**src/rtl/pipeline_pkg.sv**
```systemverilog
// Shared types and constants for the decode-stage hazard controller.
// A slot is one shadow-pipeline entry describing an in-flight destination.
package pipeline_pkg;

   localparam int unsigned ADDR_SIZE_DEFAULT = 5;
   localparam int unsigned BP_RA = 1;
   localparam int unsigned BP_RB = 0;

   typedef struct packed {
      logic                         valid;
      logic [ADDR_SIZE_DEFAULT-1:0] rd;
      logic                         we;
      logic                         ld;
   } slot_t;

   localparam slot_t SLOT_BUBBLE = '0;

   // A slot only produces a value worth forwarding if it really writes a nonzero register.
   function automatic logic slot_writes(input slot_t s, input logic [ADDR_SIZE_DEFAULT-1:0] r);
      return s.valid && s.we && (s.rd != '0) && (s.rd == r);
   endfunction

endpackage

```
**src/rtl/operand_match.sv**
```systemverilog
// Per-operand bypass selection: youngest matching writer wins, and a load
// still in EX turns the match into a load-use hazard instead of a bypass.
module operand_match
   import pipeline_pkg::*;
(
   input  logic                         active,
   input  logic [ADDR_SIZE_DEFAULT-1:0] src,
   input  slot_t                        ex_slot,
   input  slot_t                        mem_slot,
   input  slot_t                        wb_slot,
   output logic                         ex_hit_c,
   output logic                         mem_hit_c,
   output logic                         wb_hit_c,
   output logic                         ld_hazard_c
);

   always_comb begin
      ex_hit_c    = 1'b0;
      mem_hit_c   = 1'b0;
      wb_hit_c    = 1'b0;
      ld_hazard_c = 1'b0;
      if (active) begin
         if (slot_writes(ex_slot, src)) begin
            if (ex_slot.ld) ld_hazard_c = 1'b1;
            else            ex_hit_c    = 1'b1;
         end else if (slot_writes(mem_slot, src)) begin
            mem_hit_c = 1'b1;
         end else if (slot_writes(wb_slot, src)) begin
            wb_hit_c = 1'b1;
         end
      end
   end

endmodule

```
**src/rtl/hazard_unit.sv**
```systemverilog
// Decode-stage hazard controller: shadows EX/MEM/WB destinations, drives the
// decode bypass selects and the one-cycle load-use stall, and counts stalls.
module hazard_unit
   import pipeline_pkg::*;
#(
   parameter int unsigned ADDR_SIZE = ADDR_SIZE_DEFAULT,
   parameter int unsigned CNT_W     = 16
) (
   input  logic                 clk,
   input  logic                 rst_n,
   input  logic                 D_valid,
   input  logic [ADDR_SIZE-1:0] D_ra,
   input  logic [ADDR_SIZE-1:0] D_rb,
   input  logic                 D_use_ra,
   input  logic                 D_use_rb,
   input  logic [ADDR_SIZE-1:0] D_rd,
   input  logic                 D_we,
   input  logic                 D_ld,
   input  logic                 D_flush,
   output logic [1:0]           EX_D_bp,
   output logic [1:0]           MEM_D_bp,
   output logic [1:0]           WB_D_bp,
   output logic                 D_stall,
   output logic [CNT_W-1:0]     stall_cnt
);

   slot_t            ex_q, ex_d, mem_q, mem_d, wb_q, wb_d;
   logic [CNT_W-1:0] stall_cnt_q, stall_cnt_d;

   logic ra_active, rb_active;
   logic ra_ex, ra_mem, ra_wb, ra_ld;
   logic rb_ex, rb_mem, rb_wb, rb_ld;

   assign ra_active = D_valid && D_use_ra && (D_ra != '0);
   assign rb_active = D_valid && D_use_rb && (D_rb != '0);

   operand_match u_match_ra (
      .active      (ra_active),
      .src         (ADDR_SIZE_DEFAULT'(D_ra)),
      .ex_slot     (ex_q),
      .mem_slot    (mem_q),
      .wb_slot     (wb_q),
      .ex_hit_c    (ra_ex),
      .mem_hit_c   (ra_mem),
      .wb_hit_c    (ra_wb),
      .ld_hazard_c (ra_ld)
   );

   operand_match u_match_rb (
      .active      (rb_active),
      .src         (ADDR_SIZE_DEFAULT'(D_rb)),
      .ex_slot     (ex_q),
      .mem_slot    (mem_q),
      .wb_slot     (wb_q),
      .ex_hit_c    (rb_ex),
      .mem_hit_c   (rb_mem),
      .wb_hit_c    (rb_wb),
      .ld_hazard_c (rb_ld)
   );

   // Decode-cycle outputs are combinational from the shadow slots.
   always_comb begin
      EX_D_bp         = '0;
      MEM_D_bp        = '0;
      WB_D_bp         = '0;
      EX_D_bp[BP_RA]  = ra_ex;
      EX_D_bp[BP_RB]  = rb_ex;
      MEM_D_bp[BP_RA] = ra_mem;
      MEM_D_bp[BP_RB] = rb_mem;
      WB_D_bp[BP_RA]  = ra_wb;
      WB_D_bp[BP_RB]  = rb_wb;
      D_stall         = ra_ld || rb_ld;
   end

   // Back end never stalls; a stalled or flushed decode becomes an EX bubble.
   always_comb begin
      wb_d  = mem_q;
      mem_d = ex_q;
      ex_d  = SLOT_BUBBLE;
      if (D_valid && !D_stall && !D_flush) begin
         ex_d.valid = 1'b1;
         ex_d.rd    = ADDR_SIZE_DEFAULT'(D_rd);
         ex_d.we    = D_we;
         ex_d.ld    = D_ld;
      end
      stall_cnt_d = stall_cnt_q;
      if (D_stall && (stall_cnt_q != '1)) stall_cnt_d = stall_cnt_q + CNT_W'(1);
   end

   always_ff @(posedge clk or negedge rst_n) begin
      if (!rst_n) begin
         ex_q        <= SLOT_BUBBLE;
         mem_q       <= SLOT_BUBBLE;
         wb_q        <= SLOT_BUBBLE;
         stall_cnt_q <= '0;
      end else begin
         ex_q        <= ex_d;
         mem_q       <= mem_d;
         wb_q        <= wb_d;
         stall_cnt_q <= stall_cnt_d;
      end
   end

   assign stall_cnt = stall_cnt_q;

endmodule
```
**config.mk**
```make
export PLATFORM = sky130hd
export DESIGN_NAME = hazard_unit
export DESIGN_NICKNAME = d
export VERILOG_FILES = /design/src/rtl/pipeline_pkg.sv /design/src/rtl/operand_match.sv /design/src/rtl/hazard_unit.sv
export SDC_FILE = /design/constraint.sdc
export NUM_CORES = 1
export LEC_CHECK = 0
export BUFFER_PORTS_ARGS = -buffer_cell sky130_fd_sc_hd__clkbuf_2
export CAP_MARGIN = 15
export CORE_MARGIN = 4
export CORE_UTILIZATION = 30
export DETAILED_ROUTE_END_ITERATION = 10
export GPL_ROUTABILITY_DRIVEN = 0
export REMOVE_ABC_BUFFERS = 1
export SLEW_MARGIN = 0
export SYNTH_ARGS = -nofsm -noshare
export SYNTH_HDL_FRONTEND = slang
export SYNTH_HIERARCHICAL = 1
export SYNTH_SLANG_ARGS = --single-unit
export TNS_END_PERCENT = 5
```
**constraint.sdc**
```tcl
create_clock -name clk -period 3.12 [get_ports clk]
set_input_delay 0.156 -clock clk [delete_from_list [all_inputs] [get_ports clk]]
set_output_delay 0.156 -clock clk [all_outputs]
set_load 0.05 [all_outputs]
```
=== Word-level counts from Yosys, hierarchy flattened ===
Index checks and enable logic that the tools add are counted.
Widths: inputs -> output; s select.

* Output and inout bits: 23
* Register bits after elaboration: 38
* Input port bits: 23
* Logic and storage cells: 71

* Muxes and demuxes: 25
* Reduce and logical (&&, ||, !) cells: 27
* $add $sub $neg: 1
* Eq/ne operators: 7

{| class="wikitable"
|+ Operators by type and width
! kind !! number
|-
| $eq 5x5->1 || 6
|-
| $reduce_bool 5->1 || 5
|-
| $mux 1 || 24
|-
| $logic_and 1x1->1 || 19
|-
| $add 16x1->16 const B || 1
|-
| $ne 16x16->1 const B || 1
|-
| $mux 8 || 1
|-
| $logic_not 1->1 || 2
|-
| $logic_or 1x1->1 || 1
|}

=== Logic depth before layout (Yosys ltp) ===
* Depth in word-level cells: 10
* Depth in mapped cells: 8
* Mapped depth without buffers: 8

=== Hierarchy ===
Netlist, hierarchy kept.

{| class="wikitable"
|+ By module, submodules not included
! module !! times used !! area each (µm²) !! cells each !! seq. area each (µm²)
|-
| hazard_unit || 1 || 1546.5 || 109 || 1001.0
|-
| operand_match || 2 || 249.0 || 35 || 0.0
|}

=== Worst setup path before layout ===
OpenSTA, ideal clock, no wires.

* Path type: register -> register
* Start point: register ex_q[4] (netlist name)
* End point: register ex_q[0] (netlist name)
* Stages on the path, launching flop included: 9
* Buffers on the path: 0
* Library setup time: 0.066 ns
* Path slack: 0.661 ns
* Clock period less this slack: 2.459 ns
* Required time: 3.054 ns
* Data arrival time: 2.393 ns
* Cells stage by stage: dfrtp_1 > or4_1 > a21oi_1 > nor3_1 > and3_1 > nor2_1 > inv_1 > nor3b_2 > and2_1

{| class="wikitable"
|+ RTL lines
! what !! line !! text
|-
| start, declared || hazard_unit.sv:27 || <nowiki>slot_t ex_q, ex_d, mem_q, mem_d, wb_q, wb_d;</nowiki>
|-
| start signal, assigned || hazard_unit.sv:92 || <nowiki>ex_q <= SLOT_BUBBLE;</nowiki>
|-
| start signal, assigned || hazard_unit.sv:97 || <nowiki>ex_q <= ex_d;</nowiki>
|}

=== Worst setup path in the final report ===
* Start point: register ex_q[4] (netlist name)
* End point: output D_stall

* Word-level cells in the longest chain between the ends: 6
* Elaborated cells on any way between the ends: 11
* Classes of those cells: eq/ne (2); mux (4); reduce/logical (5)

{| class="wikitable"
|+ RTL lines
! what !! line !! text
|-
| $reduce_bool 5->1 || pipeline_pkg.sv:20 || <nowiki>return s.valid && s.we && (s.rd != '0) && (s.rd == r);</nowiki>
|-
| $logic_and 1x1->1 || pipeline_pkg.sv:20 ||
|-
| $logic_and 1x1->1 * || pipeline_pkg.sv:20 ||
|-
| $mux 1 * || operand_match.sv:23 || <nowiki>if (slot_writes(ex_slot, src)) begin</nowiki>
|-
| $mux 1 * || operand_match.sv:22 || <nowiki>if (active) begin</nowiki>
|-
| net rb_ld || hazard_unit.sv:32 || <nowiki>logic rb_ex, rb_mem, rb_wb, rb_ld;</nowiki>
|-
| $logic_or 1x1->1 * || hazard_unit.sv:72 || <nowiki>D_stall = ra_ld || rb_ld;</nowiki>
|-
| end, declared || hazard_unit.sv:23 || <nowiki>output logic D_stall,</nowiki>
|}

The timed path passes the listed nets; every way through them passes the cells marked *.

==> flow_summary.json <==
{
  "postcts_setup_bufs": 0,
  "nets": 247,
  "worst-path-max-fanout": 5,
  "postCtsHoldBufs": 0,
  "routed-via-count": 1439,
  "first_iteration_detailed_routing_drc_count": 38,
  "cp.buffers_inverters": 2,
  "syn-mean-instance-area_sq_um": 11.3,
  "final.setup_skew_ns": 0.00536,
  "p_leak_nw": 1.12,
  "fp.dieArea_sq_um": 8020,
  "worst_tran_pin_value_ns": 0.935,
  "netlist_instances": 177,
  "clockRootBuffer": "sky130_fd_sc_hd__clkbuf_8",
  "most_frequent_standard_cell_in_the_layout_excluding_fill_and_tap_cells": "sky130_fd_sc_hd__clkbuf_2",
  "clock.fmax_ghz": 0.387,
  "timing.critical_path.from_type": "flop",
  "worst_ep_required_time_ns": 2.96,
  "overflow": 0,
  "final.period_utilization_pct": 82.9,
  "layout-drive-gt1-share_pct": 29.9,
  "area_delta_synth_final_pct": 19.3,
  "run_status": "complete, no violations",
  "cpPeakStageDelay_ns": 0.53,
  "max-vdd-ir-drop_uv": 270,
  "dr.pass1.iters": 4,
  "detailed_place_hpwl_mm": 3.34,
  "synthesis.area_sq_um": 1990,
  "post_cts_resize_count": 0,
  "slew_viol_final": 0,
  "globalRouteTotalUtil_pct": 11.7,
  "crit_path_launch": "ex_q[4]",
  "slowest_stage": "sky130_fd_sc_hd__or4_1",
  "floorplan.initialDensity_pct": 31.2,
  "grt_antenna_before_repair": 0,
  "path_delay_family": "simple AND/OR/NAND/NOR gates",
  "utilization_of_the_core_after_routing_pct": 37.3,
  "port_buffers": 45,
  "setup.worst_path.class": "reg2out",
  "die_w_um": 89.5,
  "antenna_violating_nets_post_route": 0,
  "crit_path_cell_trace": "or4_1 -> a21oi_1 -> nor3_1 -> and3_1 -> nor2_1 -> inv_1 -> clkbuf_2",
  "met3WireLength_um": 178,
  "rr_startpoint": "ex_q[4]",
  "synth-warning-count": 6,
  "level_count_of_the_clock_h_tree": 2,
  "antennaDiodeCount": 0,
  "route.detailed.drc": 0,
  "grt_pass1_wl_mm": 7.17,
  "cts_buffers": 5,
  "post_detailed_route_via_to_cell_ratio": 4.78,
  "routed_wl_mm": 4.31,
  "setup.worst_path.end_class": "primary output",
  "time_the_worst_path_needs_with_i_o_delays_and_setup_ns": 2.59,
  "arrival_ns": 2.43,
  "power_density_nw_per_um2": 419,
  "hold_viol_final": 0,
  "met2RoutedLength_mm": 2.04,
  "ctsLongestPathBuffers": 2,
  "hold_path.class": "in2async",
  "top_signal_layer_used": "met4",
  "setup_viol": 0,
  "layout.cells.most_common_list": "45 x sky130_fd_sc_hd__clkbuf_2, 38 x sky130_fd_sc_hd__dfrtp_1, 25 x sky130_fd_sc_hd__xnor2_1",
  "cap_violations": 0,
  "clock_sinks": 38,
  "floorplan.die.height_um": 89.5,
  "clock_insertion_delay_worst_skew_ns": 0.29,
  "grt_max_degree": 39,
  "top_level_ports": 46,
  "clock_tree_from_tritoncts": "built",
  "fp-row-count": 29,
  "first_global_vias": 1457,
  "clk_pin_slew_ns": 0.08,
  "routedLengthMet1_mm": 2.00,
  "final.fill_count": 633,
  "timing.max_slew.rel_slack_pct": 37.7,
  "rsz0062_at_grt": "false",
  "setup-tns-final_ns": 0,
  "coreArea_sq_um": 6390,
  "route.detailed.wl_per_inst_um": 14.3
}
through the flow:
stage	total power, W	hold slack (ns)	std cells	worst slack, ns	area (sq um)
floorplan	0.000561	-0.140	171	0.661	1950
global placement	0.000604	0.338	293	0.724	2270
detailed placement	0.000605	0.339	293	0.606	2270
CTS	0.00101	0.0266	301	0.518	2380
global route	0.00104	0.0667	301	0.331	2380
finish	0.000997	0.00408	301	0.535	2380
sequential cells by signal (all words and copies together) (netlist names):
register,flops
stall_cnt,16
ex_q,8
mem_q,7
wb_q,7
area by class of cell:
cell class,instances,area (sq um),share of cell area [%]
flip-flops and latches,38,951,40.0
clock inverters,3,40.0,1.68
repair buffers,45,225,9.46
well taps,77,96.3,4.05
clock buffers,5,68.8,2.89
multi-input cells,126,972,40.9
inverters,7,26.3,1.10
path summary, 6_finish.rpt:
check                                      to  slack [ns]  cells after the start
max in group asynchronous       stall_cnt[15]        2.54                      1
worst min register to register       mem_q[1]        0.41                      0
worst min-delay path                  wb_q[5]       0.004                      1
worst max-delay path                  D_stall        0.53                      7
min in group clk                      ex_q[0]        0.08                      2
worst max register to register        ex_q[1]        0.61                      8
where the power goes:
part	internal, W	total [W]	leakage (nW)	switching (W)
Sequential	0.000504	0.000515	0.518	0.0000115
Combinational	0.0000352	0.0000792	0.542	0.0000439
Clock	0.000235	0.000402	0.0579	0.000167
Total	0.000774	0.000997	1.12	0.000223
routing by layer:
metal	vias to the layer above	track usage [%]
li1	726	-
met1	679	15.1
met2	26	18.4
met3	8	2.95
met4	0	5.28
met5	-	0
No activity file was read; power rests on OpenSTA's default activity.
